[src/rtl/secuencia_rtc.sv]
// RTC sweep sequencer: reads 8 RTC registers into a local buffer once per frame,
// then streams them to the display interface inside a 12-cycle load window.
module secuencia_rtc #(
  parameter int unsigned TIMEOUT = 255,
  parameter int unsigned N_BYTES = 8
) (
  input  logic       clk,
  input  logic       reset,
  input  logic       tick_frame,
  input  logic       rtc_ack,
  input  logic [7:0] rtc_dato,
  output logic       rtc_rd,
  output logic [2:0] rtc_addr,
  output logic       inicioSecuencia,
  output logic [7:0] datoRTC,
  output logic       error_rtc,
  output logic       ocupado
);

  localparam int unsigned IDX_W    = 3;
  localparam int unsigned CNT_W    = $clog2(TIMEOUT + 1);
  localparam int unsigned K_W      = 4;
  localparam int unsigned SEND_LEN = N_BYTES + 4;

  typedef enum logic [2:0] {IDLE, REQ, WAIT, STORE, SEND} state_t;

  state_t           state, state_n;
  logic [IDX_W-1:0] idx, idx_n;
  logic [CNT_W-1:0] cnt, cnt_n;
  logic [K_W-1:0]   k, k_n;
  logic             flag, flag_n;
  logic             err_n, rd_n, ini_n, ocup_n;
  logic [7:0]       dato_n;
  logic             buf_we;
  logic [7:0]       buf_wdata;
  logic [7:0]       buffer [N_BYTES];

  assign rtc_addr = idx;

  // State, counters, buffer and registered outputs
  always_ff @(posedge clk or negedge reset) begin
    if (!reset) begin
      state           <= IDLE;
      idx             <= '0;
      cnt             <= '0;
      k               <= '0;
      flag            <= 1'b0;
      rtc_rd          <= 1'b0;
      inicioSecuencia <= 1'b0;
      datoRTC         <= 8'h00;
      error_rtc       <= 1'b0;
      ocupado         <= 1'b0;
      for (int i = 0; i < int'(N_BYTES); i++) buffer[i] <= 8'h00;
    end else begin
      state           <= state_n;
      idx             <= idx_n;
      cnt             <= cnt_n;
      k               <= k_n;
      flag            <= flag_n;
      rtc_rd          <= rd_n;
      inicioSecuencia <= ini_n;
      datoRTC         <= dato_n;
      error_rtc       <= err_n;
      ocupado         <= ocup_n;
      if (buf_we) buffer[idx] <= buf_wdata;
    end
  end

  // Next state; outputs are derived from the next state so they register cleanly
  always_comb begin
    state_n   = state;
    idx_n     = idx;
    cnt_n     = cnt;
    k_n       = k;
    flag_n    = flag;
    err_n     = error_rtc;
    buf_we    = 1'b0;
    buf_wdata = 8'h00;
    case (state)
      IDLE: begin
        if (tick_frame) begin
          idx_n   = '0;
          flag_n  = 1'b0;
          state_n = REQ;
        end
      end
      REQ: begin
        cnt_n   = '0;
        state_n = WAIT;
      end
      WAIT: begin
        cnt_n = cnt + CNT_W'(1);
        // Ack wins over timeout; timeout fires on the TIMEOUT-th cycle rd is high
        if (rtc_ack) begin
          buf_we    = 1'b1;
          buf_wdata = rtc_dato;
          state_n   = STORE;
        end else if (cnt == CNT_W'(TIMEOUT - 2)) begin
          buf_we    = 1'b1;
          flag_n    = 1'b1;
          state_n   = STORE;
        end
      end
      STORE: begin
        if (idx == IDX_W'(N_BYTES - 1)) begin
          k_n     = '0;
          err_n   = flag;
          state_n = SEND;
        end else begin
          idx_n   = idx + IDX_W'(1);
          state_n = REQ;
        end
      end
      SEND: begin
        if (k == K_W'(SEND_LEN - 1)) state_n = IDLE;
        else                         k_n     = k + K_W'(1);
      end
      default: state_n = IDLE;
    endcase

    rd_n   = (state_n == REQ) || (state_n == WAIT);
    ini_n  = (state_n == SEND);
    ocup_n = (state_n != IDLE);
    dato_n = 8'h00;
    if ((state_n == SEND) && (k_n >= K_W'(1)) && (k_n <= K_W'(N_BYTES)))
      dato_n = buffer[IDX_W'(k_n - K_W'(1))];
  end

endmodule

[config.mk]
export PLATFORM = sky130hd
export DESIGN_NAME = secuencia_rtc
export DESIGN_NICKNAME = d
export VERILOG_FILES = /design/src/rtl/secuencia_rtc.sv
export SDC_FILE = /design/constraint.sdc
export NUM_CORES = 1
export LEC_CHECK = 0
export CORE_MARGIN = 4
export CORE_UTILIZATION = 30
export DETAILED_ROUTE_END_ITERATION = 10
export PLACE_DENSITY_LB_ADDON = 0.1
export SKIP_CTS_REPAIR_TIMING = 1
export SYNTH_ARGS = -nofsm -noshare
export SYNTH_HDL_FRONTEND = slang
export SYNTH_SLANG_ARGS = --single-unit
[constraint.sdc]
create_clock -name clk -period 3.35 [get_ports clk]
set_input_delay 0.8375 -clock clk [delete_from_list [all_inputs] [get_ports clk]]
set_output_delay 0.8375 -clock clk [all_outputs]
set_load 0.1 [all_outputs]
; Word-level counts from Yosys, hierarchy flattened
; Cells that the tools add are included.
[word_totals]
ff_bits = 95
latchBits = 0
ramBits = 0
romBits = 0
in_bits = 12
elab_cells = 84
mem_count = 0
[classes]
n_addsub = 4
n_mul = 0
div = 0
magnitude_cmp = 5
eq_ne = 14
shift = 0
mux = 29
bitwise_logic = 2
n_reduce_logical = 12
[ops]
columns = operator, count
row1 = 64-bit bitwise mux, 1
row2 = 8-bit 2-to-1 mux, 6
row3 = 8-bit binary-select mux with 3-bit select, 1
row4 = 8-bit demux with 3-bit select, 1
row5 = 3-bit 2-to-1 mux, 7
row6 = 8-bit one-hot mux with 2 select lines, 1
row7 = 3-bit one-hot mux with 5 select lines, 1
row8 = "3-bit by 2-bit == test with 1-bit output, second input constant", 3
row9 = "3-bit == test, second input constant", 3
row10 = "8-bit by 1-bit adder with 8-bit output, second input constant", 1
row11 = "8-bit == test, second input constant", 1
row12 = "4-bit greater-or-equal comparator, second input constant", 2
row13 = 4-bit 2-to-1 mux, 2
row14 = "2-bit != test, second input constant", 4
row15 = 3-bit NOT with 4-bit output, 2
row16 = 4-bit one-hot mux with 2 select lines, 1
row17 = "3-bit by 1-bit == test with 1-bit output, second input constant", 2
row18 = 1-bit 2-to-1 mux, 6
row19 = 3-bit one-hot mux with 2 select lines, 1
row20 = 2-bit nonzero test, 3
row21 = "4-bit by 1-bit adder with 4-bit output, second input constant", 1
row22 = "4-bit == test, second input constant", 1
row23 = "4-bit by 1-bit greater-or-equal comparator with 1-bit output, second input constant", 1
row24 = "4-bit less-or-equal comparator, second input constant", 1
row25 = other kinds (11), 13

; Depth between registers and ports, before layout
[depth]
word_depth = 9
depth_mapped = 12
depth_no_buf = 10

; Worst setup path after synthesis
; No wires, ideal clock.
[synth_timing]
kind = register to register
from = register idx[1] (netlist: rtc_addr[1])
to = register datoRTC[5]
setup_ns = 0.122
arrival_time_ns = 3.979
required_ns = 3.228
slack_ns = -0.751
stages_incl_launch_ff = 12
n_path_buf = 3
synth_period_minus_slack_ns = 4.101
path_cell_list = dfrtp_1 > ha_1 > ha_1 > nand4b_1 > nand2_2 > buf_2 > inv_1 > ha_1 > clkbuf_1 > clkbuf_1 > mux4_1 > a32o_1
[synth_between]
elab_chain_cells = 9
elab_cells_between_ends = 16
cone_classes = add/sub: 1 / order compare: 2 / eq/ne: 2 / mux: 8 / bitwise: 1 / reduce/logical: 2
[synth_rtl]
columns = item, line
row1 = "start, declared", 28  ; logic [IDX_W-1:0] idx, idx_n;
row2 = "start signal, assigned", 56  ; idx <= idx_n;
row3 = 3-bit == test *, 105  ; if (idx == IDX_W'(N_BYTES - 1)) begin
row4 = 4-bit 2-to-1 mux *, 105
row5 = 4-bit one-hot mux with 2 select lines *, 79  ; case (state)
row6 = net k_n[0], 30  ; logic [K_W-1:0] k, k_n;
row7 = 3-bit by 1-bit subtractor with 3-bit output, 126  ; dato_n = buffer[IDX_W'(k_n - K_W'(1))];
row8 = 3-bit NOT with 4-bit output (not written as such), 126
row9 = 8-bit binary-select mux with 3-bit select, 126
row10 = 8-bit 2-to-1 mux (not written as such) (2 in series), 126
row11 = 8-bit 2-to-1 mux *, 125  ; if ((state_n == SEND) && (k_n >= K_W'(1)) && (k_n <= K_W'(N_BYTES)))
row12 = net dato_n[5], 33  ; logic [7:0] dato_n;
row13 = "end signal, assigned", 62  ; datoRTC <= dato_n;
row14 = "end, declared", 15  ; output logic [7:0] datoRTC,
; Mark *: on every way through the listed nets, which the timed path passes. The rest lies on a longest branch. The select of a mux whose other input is x is not followed.
; A chain may end at the register's enable or synchronous reset.

; Worst setup path in the final report
[layout_timing]
from = register idx[0] (netlist: rtc_addr[0])
to = register datoRTC[2]
[layout_between]
elab_chain_cells = 9
elab_cells_between_ends = 16
cone_classes = add/sub: 1 / order compare: 2 / eq/ne: 2 / mux: 8 / bitwise: 1 / reduce/logical: 2
[layout_rtl]
columns = item, line
row1 = 3-bit == test *, 105
row2 = 4-bit 2-to-1 mux, 105
row3 = 4-bit one-hot mux with 2 select lines, 79
row4 = 3-bit by 1-bit subtractor with 3-bit output, 126
row5 = 3-bit NOT with 4-bit output (not written as such), 126
row6 = 8-bit binary-select mux with 3-bit select, 126
row7 = 8-bit 2-to-1 mux (not written as such) (2 in series), 126
row8 = 8-bit 2-to-1 mux *, 125
row9 = net dato_n[2], 33
; Marks and branches as above.

==> run metrics <==
total of endpoints with negative setup slack in the final report 0; starting density of the core 30.66%; number of levels in the clock H-tree 3; Period Utilization, post-route 91.18%; number of library cell types mapped by synthesis 48; CTS Sinks 95; Avg Vias per Cell 5.020; hold violation count in the final report 0; count of vias placed by the detailed router 2726; number of instances in the synthesized netlist 318; largest area contributor in the synthesized netlist sky130_fd_sc_hd__dfrtp_1; worst vdd rail ir drop 0.2448 mV; transition time at the pin with the least slew margin 0.9327 ns; DP Wirelength 6675 µm; via count of the first global-routing pass 2862; Combinational Power Share 27.3%; final slew viol count 0; proportion of layout cells with a drive suffix above 1 39.83%; Top delay family on crit path compound AO/OA/AOI/OAI gates; area fraction of the dominant cell type after synthesis 53.34%; CTS tree yes; number of synthesized flops with an enable pin 0; detail-routed net length per standard cell 19.34 µm; maximum frequency from static timing analysis 327.4 MHz; first-pass GRT wire length 17170 µm; Boundary Pins 27; most frequent cells after synthesis 95 x sky130_fd_sc_hd__dfrtp_1, 65 x sky130_fd_sc_hd__mux2_2, 20 x sky130_fd_sc_hd__nand2_1; CTS root buf sky130_fd_sc_hd__clkbuf_16; biggest cell delay along the critical path 0.61 ns; clock skew 0.009100 ns; worst min-delay path category input pin to async pin; RSZ-0062 raised after global routing no; most frequent cell on the critical path sky130_fd_sc_hd__ha_1; Routed Wire Length 10500 µm; worst reg-to-reg setup slack 0.30 ns; total of warnings raised by yosys 0; share of flip-flops with an asynchronous set or reset 100.0%; Period minus WS final 3.055 ns; dominant cells by area after synthesis sky130_fd_sc_hd__dfrtp_1 53%, sky130_fd_sc_hd__mux2_2 16%, sky130_fd_sc_hd__mux4_1 4.7%; internal power 2234 µW; ordered list of cells on the worst path ha_1 > ha_1 > nand4b_1 > a21o_2 > a22oi_1 > ha_1 > buf_4 > mux4_1 > a32o_1; final weighted congestion of routability-driven global placement 0.7547; switching portion of total power 34.53%; type of destination of the critical path flop; final setup TNS 0 ns; P_sw 1178 µW; Avg Inst Size Synth 14.02 µm²; Max clock buf depth 2; number of buffers and inverters on the critical path 1; final antenna diode count 0; Final #Nets 374; die width 129.9 µm; flip-flop and latch count after synthesis 95; arrival time of the worst setup path 3.29 ns; CP Max Fanout 15; Detailed Routing Iterations Pass 1 4; Total GRT Usage 13.84%; Clk network pwr share 28.2%; Core Box Area 14530 µm²; worst rel slew slack 37.44%; Leak 0.002573 µW; predominant post-synthesis flop cell sky130_fd_sc_hd__dfrtp_1; status finished clean; Net Count, Synth 338; maxcap violations 0; I/O Buffers 26; synthesized cell area 4457 µm²; power density over cell area 649.4 nW/µm²; antenna violations before repair 0; maximum number of pins on one net before global-route repair 58; die outline height 129.9 µm; clock latency of the later-clocked register in the worst-skew pair 0.35 ns; clock transition at the registers of the reported paths 0.07 ns; area of the die 16870 µm²; floorplan row count 44; slowest cell on the critical path sky130_fd_sc_hd__mux4_1; signed area change from the synthesized netlist to the final layout 17.88%; Seq pwr share 44.5%; number of DRC markers after the initial detailed-route iteration 164; TritonCTS Buffers 9; post-layout power 3412 µW; antenna-violating nets left 0; sequential share of the synthesized area 53.34%; GRT Residual Overflow 0; type of the setup path with the least slack flop to flop; most common cell in the netlist sky130_fd_sc_hd__dfrtp_1; detailed-route DRC error count 0; Worst Setup Start Kind flop; Data required, critical path 3.59 ns
-- worst reg2reg max path: cells and delay by family, from the launching register on --
| kind | cells | cell delay [ns] |
|---|---|---|
| AOI/OAI and AO/OA | 3 | 0.82 |
| muxes | 1 | 0.62 |
| adders and majority gates | 3 | 0.57 |
| DFF | 1 | 0.49 |
| buffers and inverters | 1 | 0.30 |
| and+or+nand+nor | 1 | 0.14 |
-- state kept, by name, summed over array words and instances (netlist names), 3 cells and up --
register / count
buffer: 64
cnt: 8
datoRTC: 8
k: 4
rtc_addr: 3
state: 3
-- per-layer routing --
layer	wire (µm)	vias up	GRT usage, %
li1	-	1256	-
met1	4874	1422	18.59
met2	5122	36	22.44
met3	304	12	2.251
met4	200	0	5.562
met5	0	-	0
-- logic make-up after synthesis --
logic type | synth area share [%]
compound gates | 5.419
xor+xnor | 0.5616
fa+ha+maj | 2.246
buf+inv | 2.667
flops | 53.34
mux | 25.97
simple gates | 9.798
-- through the flow --
step	setup WS [ns]	util (%)	instances	hold slack, ns	cell area [µm²]
6_report	0.2955	36.15	543	0.4743	5254
5_1_grt	0.02671	36.15	543	0.4902	5254
4_1_cts	0.2683	36.15	543	0.4839	5254
3_5_place_dp	0.2799	34.27	527	0.4660	4981
3_3_place_gp	0.3157	34.27	527	0.4809	4981
2_1_floorplan	0.04471	-	318	0.4378	4473
-- power groups by stage --
stage	clock network, µW	logic (µW)	registers, µW
2_1_floorplan	0	549	1660
3_3_place_gp	0	937	1530
3_5_place_dp	0	940	1540
4_1_cts	1000	944	1520
5_1_grt	1050	1020	1550
6_report	963	931	1520
-- cells in the final DEF, fill, tap and decap left out, drive strengths merged, types with 2 or more instances in the layout --
cell           count
nor2b              3
a21oi              2
clkbuf            10
o21ai              9
nor2               7
ha                 8
nand3              8
mux2i              2
mux4              16
nor3               5
clkdlybuf4s50     10
a32o               8
a22o               2
nand4              4
and3b              2
o31ai              3
inv               13
mux2              66
dfrtp             95
nor3b              2
and3              12
buf               33
clkinv             3
nand2             21
-- area by class of cell --
class                      count  area [µm²]
clock buffer                  10       229.0
clock inverter                 6       43.79
fill                        1402        9280
inverter                      11       41.29
multi-input combinational    194        1961
sequential                    95        2389
tap                          184       230.2
timing repair buffer          43       360.3
-- final timing paths --
kind	start	end	cells past startpoint
max in group asynchronous	reset	buffer[52]	2
min in group clk	flag	error_rtc	2
hold reg to reg	flag	error_rtc	2
setup / recovery	rtc_addr[0]	datoRTC[2]	9
setup reg to reg	rtc_addr[0]	datoRTC[2]	9
hold / removal	reset	rtc_rd	1
Note: power is estimated with default switching activity, not from simulation.
